File: src/rtl/coinc_pkg.sv
// Shared constants and helpers for the coincidence counter bank.
package coinc_pkg;

  localparam int unsigned SEQ_W    = 8;
  localparam int unsigned N_CH_MIN = 2;
  localparam int unsigned N_CH_MAX = 6;

  // Index 0 is the tick counter and gets the wider tick width.
  function automatic int unsigned cnt_width(input int unsigned idx,
                                            input int unsigned cnt_w,
                                            input int unsigned tick_w);
    return (idx == 0) ? tick_w : cnt_w;
  endfunction

endpackage

File: src/rtl/coinc_cell.sv
// One live counter with sticky overflow plus its snapshot register.
// Define COINC_SATURATE_EN for saturating counters; wrap-around otherwise.
module coinc_cell #(
  parameter int unsigned W = 32
) (
  input  logic         clk,
  input  logic         rst_n,
  input  logic         hit_i,
  input  logic         enable_i,
  input  logic         clear_i,
  output logic [W-1:0] snap_o,
  output logic         snap_ovf_o
);

  logic [W-1:0] cnt_q, cnt_d;
  logic         ovf_q, ovf_d;
  logic [W-1:0] snap_q;
  logic         snap_ovf_q;

  always_comb begin
    cnt_d = cnt_q;
    ovf_d = ovf_q;
    if (hit_i && enable_i) begin
`ifdef COINC_SATURATE_EN
      if (&cnt_q) begin
        ovf_d = 1'b1;
      end else begin
        cnt_d = cnt_q + 1'b1;
      end
`else
      cnt_d = cnt_q + 1'b1;
      if (&cnt_q) begin
        ovf_d = 1'b1;
      end
`endif
    end
  end

  // On clear the snapshot takes the post-increment value so the boundary cycle is kept.
  always_ff @(posedge clk) begin
    if (!rst_n) begin
      cnt_q      <= '0;
      ovf_q      <= 1'b0;
      snap_q     <= '0;
      snap_ovf_q <= 1'b0;
    end else if (clear_i) begin
      snap_q     <= cnt_d;
      snap_ovf_q <= ovf_d;
      cnt_q      <= '0;
      ovf_q      <= 1'b0;
    end else begin
      cnt_q <= cnt_d;
      ovf_q <= ovf_d;
    end
  end

  assign snap_o     = snap_q;
  assign snap_ovf_o = snap_ovf_q;

endmodule

File: src/rtl/coinc_counter_bank.sv
// N-channel coincidence counter bank with snapshot-on-clear and a registered read port.
// Define COINC_SATURATE_EN for saturating counters; wrap-around otherwise.
module coinc_counter_bank
  import coinc_pkg::*;
#(
  parameter int unsigned N_CH   = 4,
  parameter int unsigned CNT_W  = 32,
  parameter int unsigned TICK_W = 48
) (
  input  logic              clk,
  input  logic              rst_n,
  input  logic [N_CH-1:0]   channel,
  input  logic              enable,
  input  logic              clear,
  input  logic              rd_req,
  input  logic [N_CH-1:0]   rd_addr,
  output logic              rd_valid,
  output logic [TICK_W-1:0] rd_data,
  output logic              rd_ovf,
  output logic [SEQ_W-1:0]  rd_seq,
  output logic [SEQ_W-1:0]  snap_seq
);

  localparam int unsigned NUM = 1 << N_CH;

  logic [TICK_W-1:0] snap_w [NUM];
  logic [NUM-1:0]    ovf_w;

  for (genvar k = 0; k < NUM; k++) begin : g_cell
    localparam int unsigned W = cnt_width(k, CNT_W, TICK_W);
    logic [W-1:0] snap;
    logic         hit;

    assign hit = ((channel & N_CH'(k)) == N_CH'(k));

    coinc_cell #(.W(W)) u_cell (
      .clk        (clk),
      .rst_n      (rst_n),
      .hit_i      (hit),
      .enable_i   (enable),
      .clear_i    (clear),
      .snap_o     (snap),
      .snap_ovf_o (ovf_w[k])
    );

    assign snap_w[k] = TICK_W'(snap);
  end

  logic              rd_valid_q;
  logic [TICK_W-1:0] rd_data_q;
  logic              rd_ovf_q;
  logic [SEQ_W-1:0]  rd_seq_q;
  logic [SEQ_W-1:0]  snap_seq_q;

  // Reads sample the snapshot before a same-cycle clear lands, returning the old window.
  always_ff @(posedge clk) begin
    if (!rst_n) begin
      rd_valid_q <= 1'b0;
      rd_data_q  <= '0;
      rd_ovf_q   <= 1'b0;
      rd_seq_q   <= '0;
      snap_seq_q <= '0;
    end else begin
      rd_valid_q <= rd_req;
      if (rd_req) begin
        rd_data_q <= snap_w[rd_addr];
        rd_ovf_q  <= ovf_w[rd_addr];
        rd_seq_q  <= snap_seq_q;
      end
      if (clear) begin
        snap_seq_q <= snap_seq_q + 1'b1;
      end
    end
  end

  assign rd_valid = rd_valid_q;
  assign rd_data  = rd_data_q;
  assign rd_ovf   = rd_ovf_q;
  assign rd_seq   = rd_seq_q;
  assign snap_seq = snap_seq_q;

endmodule

File: config.mk
export PLATFORM = sky130hd
export DESIGN_NAME = coinc_counter_bank
export DESIGN_NICKNAME = d
export VERILOG_FILES = /design/src/rtl/coinc_pkg.sv /design/src/rtl/coinc_cell.sv /design/src/rtl/coinc_counter_bank.sv
export SDC_FILE = /design/constraint.sdc
export NUM_CORES = 2
export LEC_CHECK = 0
export BUFFER_PORTS_ARGS = -buffer_cell sky130_fd_sc_hd__buf_2
export CAP_MARGIN = 20
export CORE_UTILIZATION = 43
export CTS_CLUSTER_SIZE = 25
export DETAILED_ROUTE_END_ITERATION = 8
export PLACE_DENSITY = 0.56
export REMOVE_ABC_BUFFERS = 1
export SLEW_MARGIN = 20
export SYNTH_ARGS = -nofsm -noshare
export SYNTH_HDL_FRONTEND = slang
export SYNTH_HIERARCHICAL = 1
export SYNTH_SLANG_ARGS = --single-unit
export TNS_END_PERCENT = 50
File: constraint.sdc
create_clock -name clk -period 3.31 [get_ports clk]
set_clock_uncertainty 0.2 [all_clocks]
set_input_delay 0.4965 -clock clk [delete_from_list [all_inputs] [get_ports clk]]
set_output_delay 0.4965 -clock clk [all_outputs]
set_load 0.01 [all_outputs]
==> results.md <==
- Die height: between 300 and 400 um
- Reg area: 23100 um^2
- Crit Reg-Reg Startpoint: g_cell[3].u_cell/cnt_q[3]
- Avg Cell Area, Syn: around 8.9 um^2
- Fraction of layout cells with a size suffix above 1: 11.5%
- Gr usage total: 25.8%
- P&R area growth vs syn: 12.3%
- RSZ-0062 raised after global routing: false
- Cells after DPL: 7555
- Final global-route overflow total: 0
- Htree depth: 4
- Library cells used by synthesis: 61
- Seq/Total Area, Yosys: 42.6%
- Cts repair resizes: 0
- Setup violations, final: 0
- Yosys warning total: 6
- Post-CTS setup buffer count: 0
- Drt wl/cell: 21.7 um
- Slowest cell on the critical path: or4_1
- Placed instance area: 56400 um^2
- Critical path startpoint category: register
- Initial core utilization: 43.6%
- Synthesized flop and latch total: 1154
- CP startpoint: g_cell[3].u_cell/cnt_q[3]
- Fmax: 0.393 GHz
- Clk pin slew, worst setup/hold paths: ~0.060 ns
- Gate Count Post-Synth: between 6000 and 7000
- CTS tree: done
- Cts bufs inserted: around 130
- Final worst path period share: about three quarters
- Post-synthesis async set-or-reset flop share: 0%
- DR vias: 47900
- Num ports: 79
- Cell Area, Synth: 54200 um^2
- Slowest cell delay on critical path: 0.83 ns
- Leak Pwr: 20.0 nW
- Slew Limit Fails: 0
- Port bufs: roughly 80
- Num rows: between 100 and 150
- Root buffer cell: clkbuf_16
- Footprint of the multi-input gates: 28900 um^2
- Max FO, Critical Path: 14
- CP arrival: 3.02 ns
- Crit path max-delay family: simple AND/OR/NAND/NOR gates
- CP cell instances: nand4_2, or4_1, or4_1, a31oi_1
- First-pass GRT wire length: 258 mm
- Final Non-Filler Cells: 7790
- Fillers: about 12000
- Wirelength, routed: 169 mm
- CORE AREA: 124000 um^2
- Synth Flop Type: dfxtp_1
- Clock sink count: 1154
- Post-route setup TNS: 0 ns
- Pin count of the biggest net entering global routing: 107
- GPL Wtd Cong: 0.913
- Clk_lat worst skew: 0.75 ns
- DRT iter0 DRCs: 4425
- Clock buffer depth: 3
- Final Cell Area: roughly 60000 um^2
- Drt via density: 6.14
- CP Capture Type: register
- Final number of hold-violating endpoints: 0
- Post-synth EDFFs: 0
- Ant. Diodes: 0
- Final core utilization: 48.9%
- Kind of critical path: reg2reg
- # Max-Cap Violations: 0
- DR pass1 iterations: 6
- Nets: 6084
- Hold Crit Start: channel[2]
- Die X: 357 um
- Hold crit path type: in2reg
- Req. time, crit path: roughly 3.8 ns
- Status: completed
- Vias in the first global route: around 43000
- Die ar.: 127000 um^2
- Peak supply drop: 468 uV
- Pwr/cell area: 510 nW/um^2
- Post-route antenna net violation count: 0
- Initial antenna violation count: 6
- Critical path buffers and inverters: 0
- Post-layout min period: 2.55 ns
- DRC: 0
- Slew @ Worst Pin: between 0.8 and 0.9 ns
- Most frequent CP cell: or4_1
- Final HPWL DP: 122 mm
- Slew headroom: 39.6%
cell families (layout without fill, tap and decap cells):
kind of cell	count (synthesis)	in the layout	share of synthesized area [%]
AO/OA/AOI/OAI	1721	1721	19.3
AND/OR/NAND/NOR	2276	2276	24.3
XOR/XNOR	218	218	3.52
multiplexers	193	193	5.86
other	1	5	0.00692
buffers and inverters	515	569	4.03
adder cells (fa/ha/maj)	17	17	0.393
flip-flops	1154	1154	42.6
where the power goes:
| part | internal (W) | total [W] | switching, W |
|---|---|---|---|
| combinational | 0.000590 | 0.00170 | 0.00111 |
| clock | 0.00894 | 0.0149 | 0.00596 |
| sequential | 0.0142 | 0.0144 | 0.000244 |
metal layers:
layer / global-route usage, % / part of all wire, %
met3: 4.54 / 6.2
met2: 40.2 / 45
met5: 0 / 0.014
met1: 35.9 / 46
met4: 8.84 / 3.0
final cells by class:
cell class / count / share of cell area, %
clock buffer: 193 / 6.55
clock inverter: 40 / 0.710
inverter: 73 / 0.451
multi-input combinational: 4430 / 47.5
sequential: 1154 / 38.0
tap: 1637 / 3.37
timing repair buffer: 263 / 3.41
worst paths after layout:
path,end,slack (ns),cells past startpoint
setup / recovery,g_cell[3].u_cell/snap_o[22],0.76,4
hold / removal,g_cell[4].u_cell/cnt_q[0],0.11,4
setup reg to reg,g_cell[3].u_cell/snap_o[22],0.76,4
hold reg to reg,g_cell[12].u_cell/ovf_q,0.26,2
metrics by stage:
step	setup slack, ns	hold slack, ns	power (W)
2_1_floorplan	0.768	0.224	0.0153
3_3_place_gp	0.233	0.238	0.0164
3_5_place_dp	0.217	0.244	0.0164
4_1_cts	0.760	0.0379	0.0313
5_1_grt	0.606	0.104	0.0321
6_report	0.764	0.114	0.0310
synthesized netlist by cell type, drive strengths merged, types with 34 or more instances:
cell,count,share of area [%]
a22oi,34,0.47
nor2b,45,0.52
and3,70,0.81
a211oi,107,1.5
xnor2,108,1.7
nand3,403,3.7
xor2,110,1.8
o211ai,91,1.3
nor2,467,3.2
nor4,48,0.80
dfxtp,1154,43
clkbuf,318,2.2
buf,124,1.3
mux4,96,4.0
nor3,50,0.50
or4,257,3.9
a32oi,89,1.4
mux2i,65,1.2
and4,88,1.4
nand3b,43,0.60
or3,203,2.3
nand2,311,2.2
o21ai,498,4.6
o31ai,151,2.1
nand4,181,2.7
a31oi,183,2.1
inv,58,0.40
a21oi,485,4.5
o2111ai,44,0.71
timing repair:
item / CTS / global route
setup endpoints to repair: 0 / 0
hold buffers: 2 / 0
hold endpoints to repair: 14 / 0
state kept, by name (all words and copies together), names as in the netlist:
register,count
rd_valid,1
rd_seq,8
g_cell.u_cell/ovf_q,16
rd_data,48
g_cell.u_cell/snap_o,528
snap_seq,8
g_cell.u_cell/snap_ovf_o,16
rd_ovf,1
g_cell.u_cell/cnt_q,528
worst min-delay path: stages:
cell and delay [ns]:
buf_2 0.19, nand2_1 0.15, xor2_1 0.09, nor2_1 0.08
placed cells by master, fill, tap and decap left out, drive strengths merged, types with 50 or more instances in the layout:
| cell | instances |
|---|---|
| nor2 | 467 |
| nand3 | 403 |
| nand2 | 311 |
| buf | 261 |
| clkbuf | 193 |
| a211oi | 107 |
| and3 | 70 |
| a32oi | 89 |
| and4 | 88 |
| or4 | 257 |
| mux2i | 65 |
| dfxtp | 1154 |
| inv | 61 |
| xnor2 | 108 |
| nand4 | 181 |
| or3 | 203 |
| nor3 | 50 |
| o211ai | 91 |
| a21oi | 485 |
| o31ai | 151 |
| mux4 | 96 |
| o21ai | 498 |
| xor2 | 110 |
| a31oi | 183 |
Power figures use the tool's default switching activity.
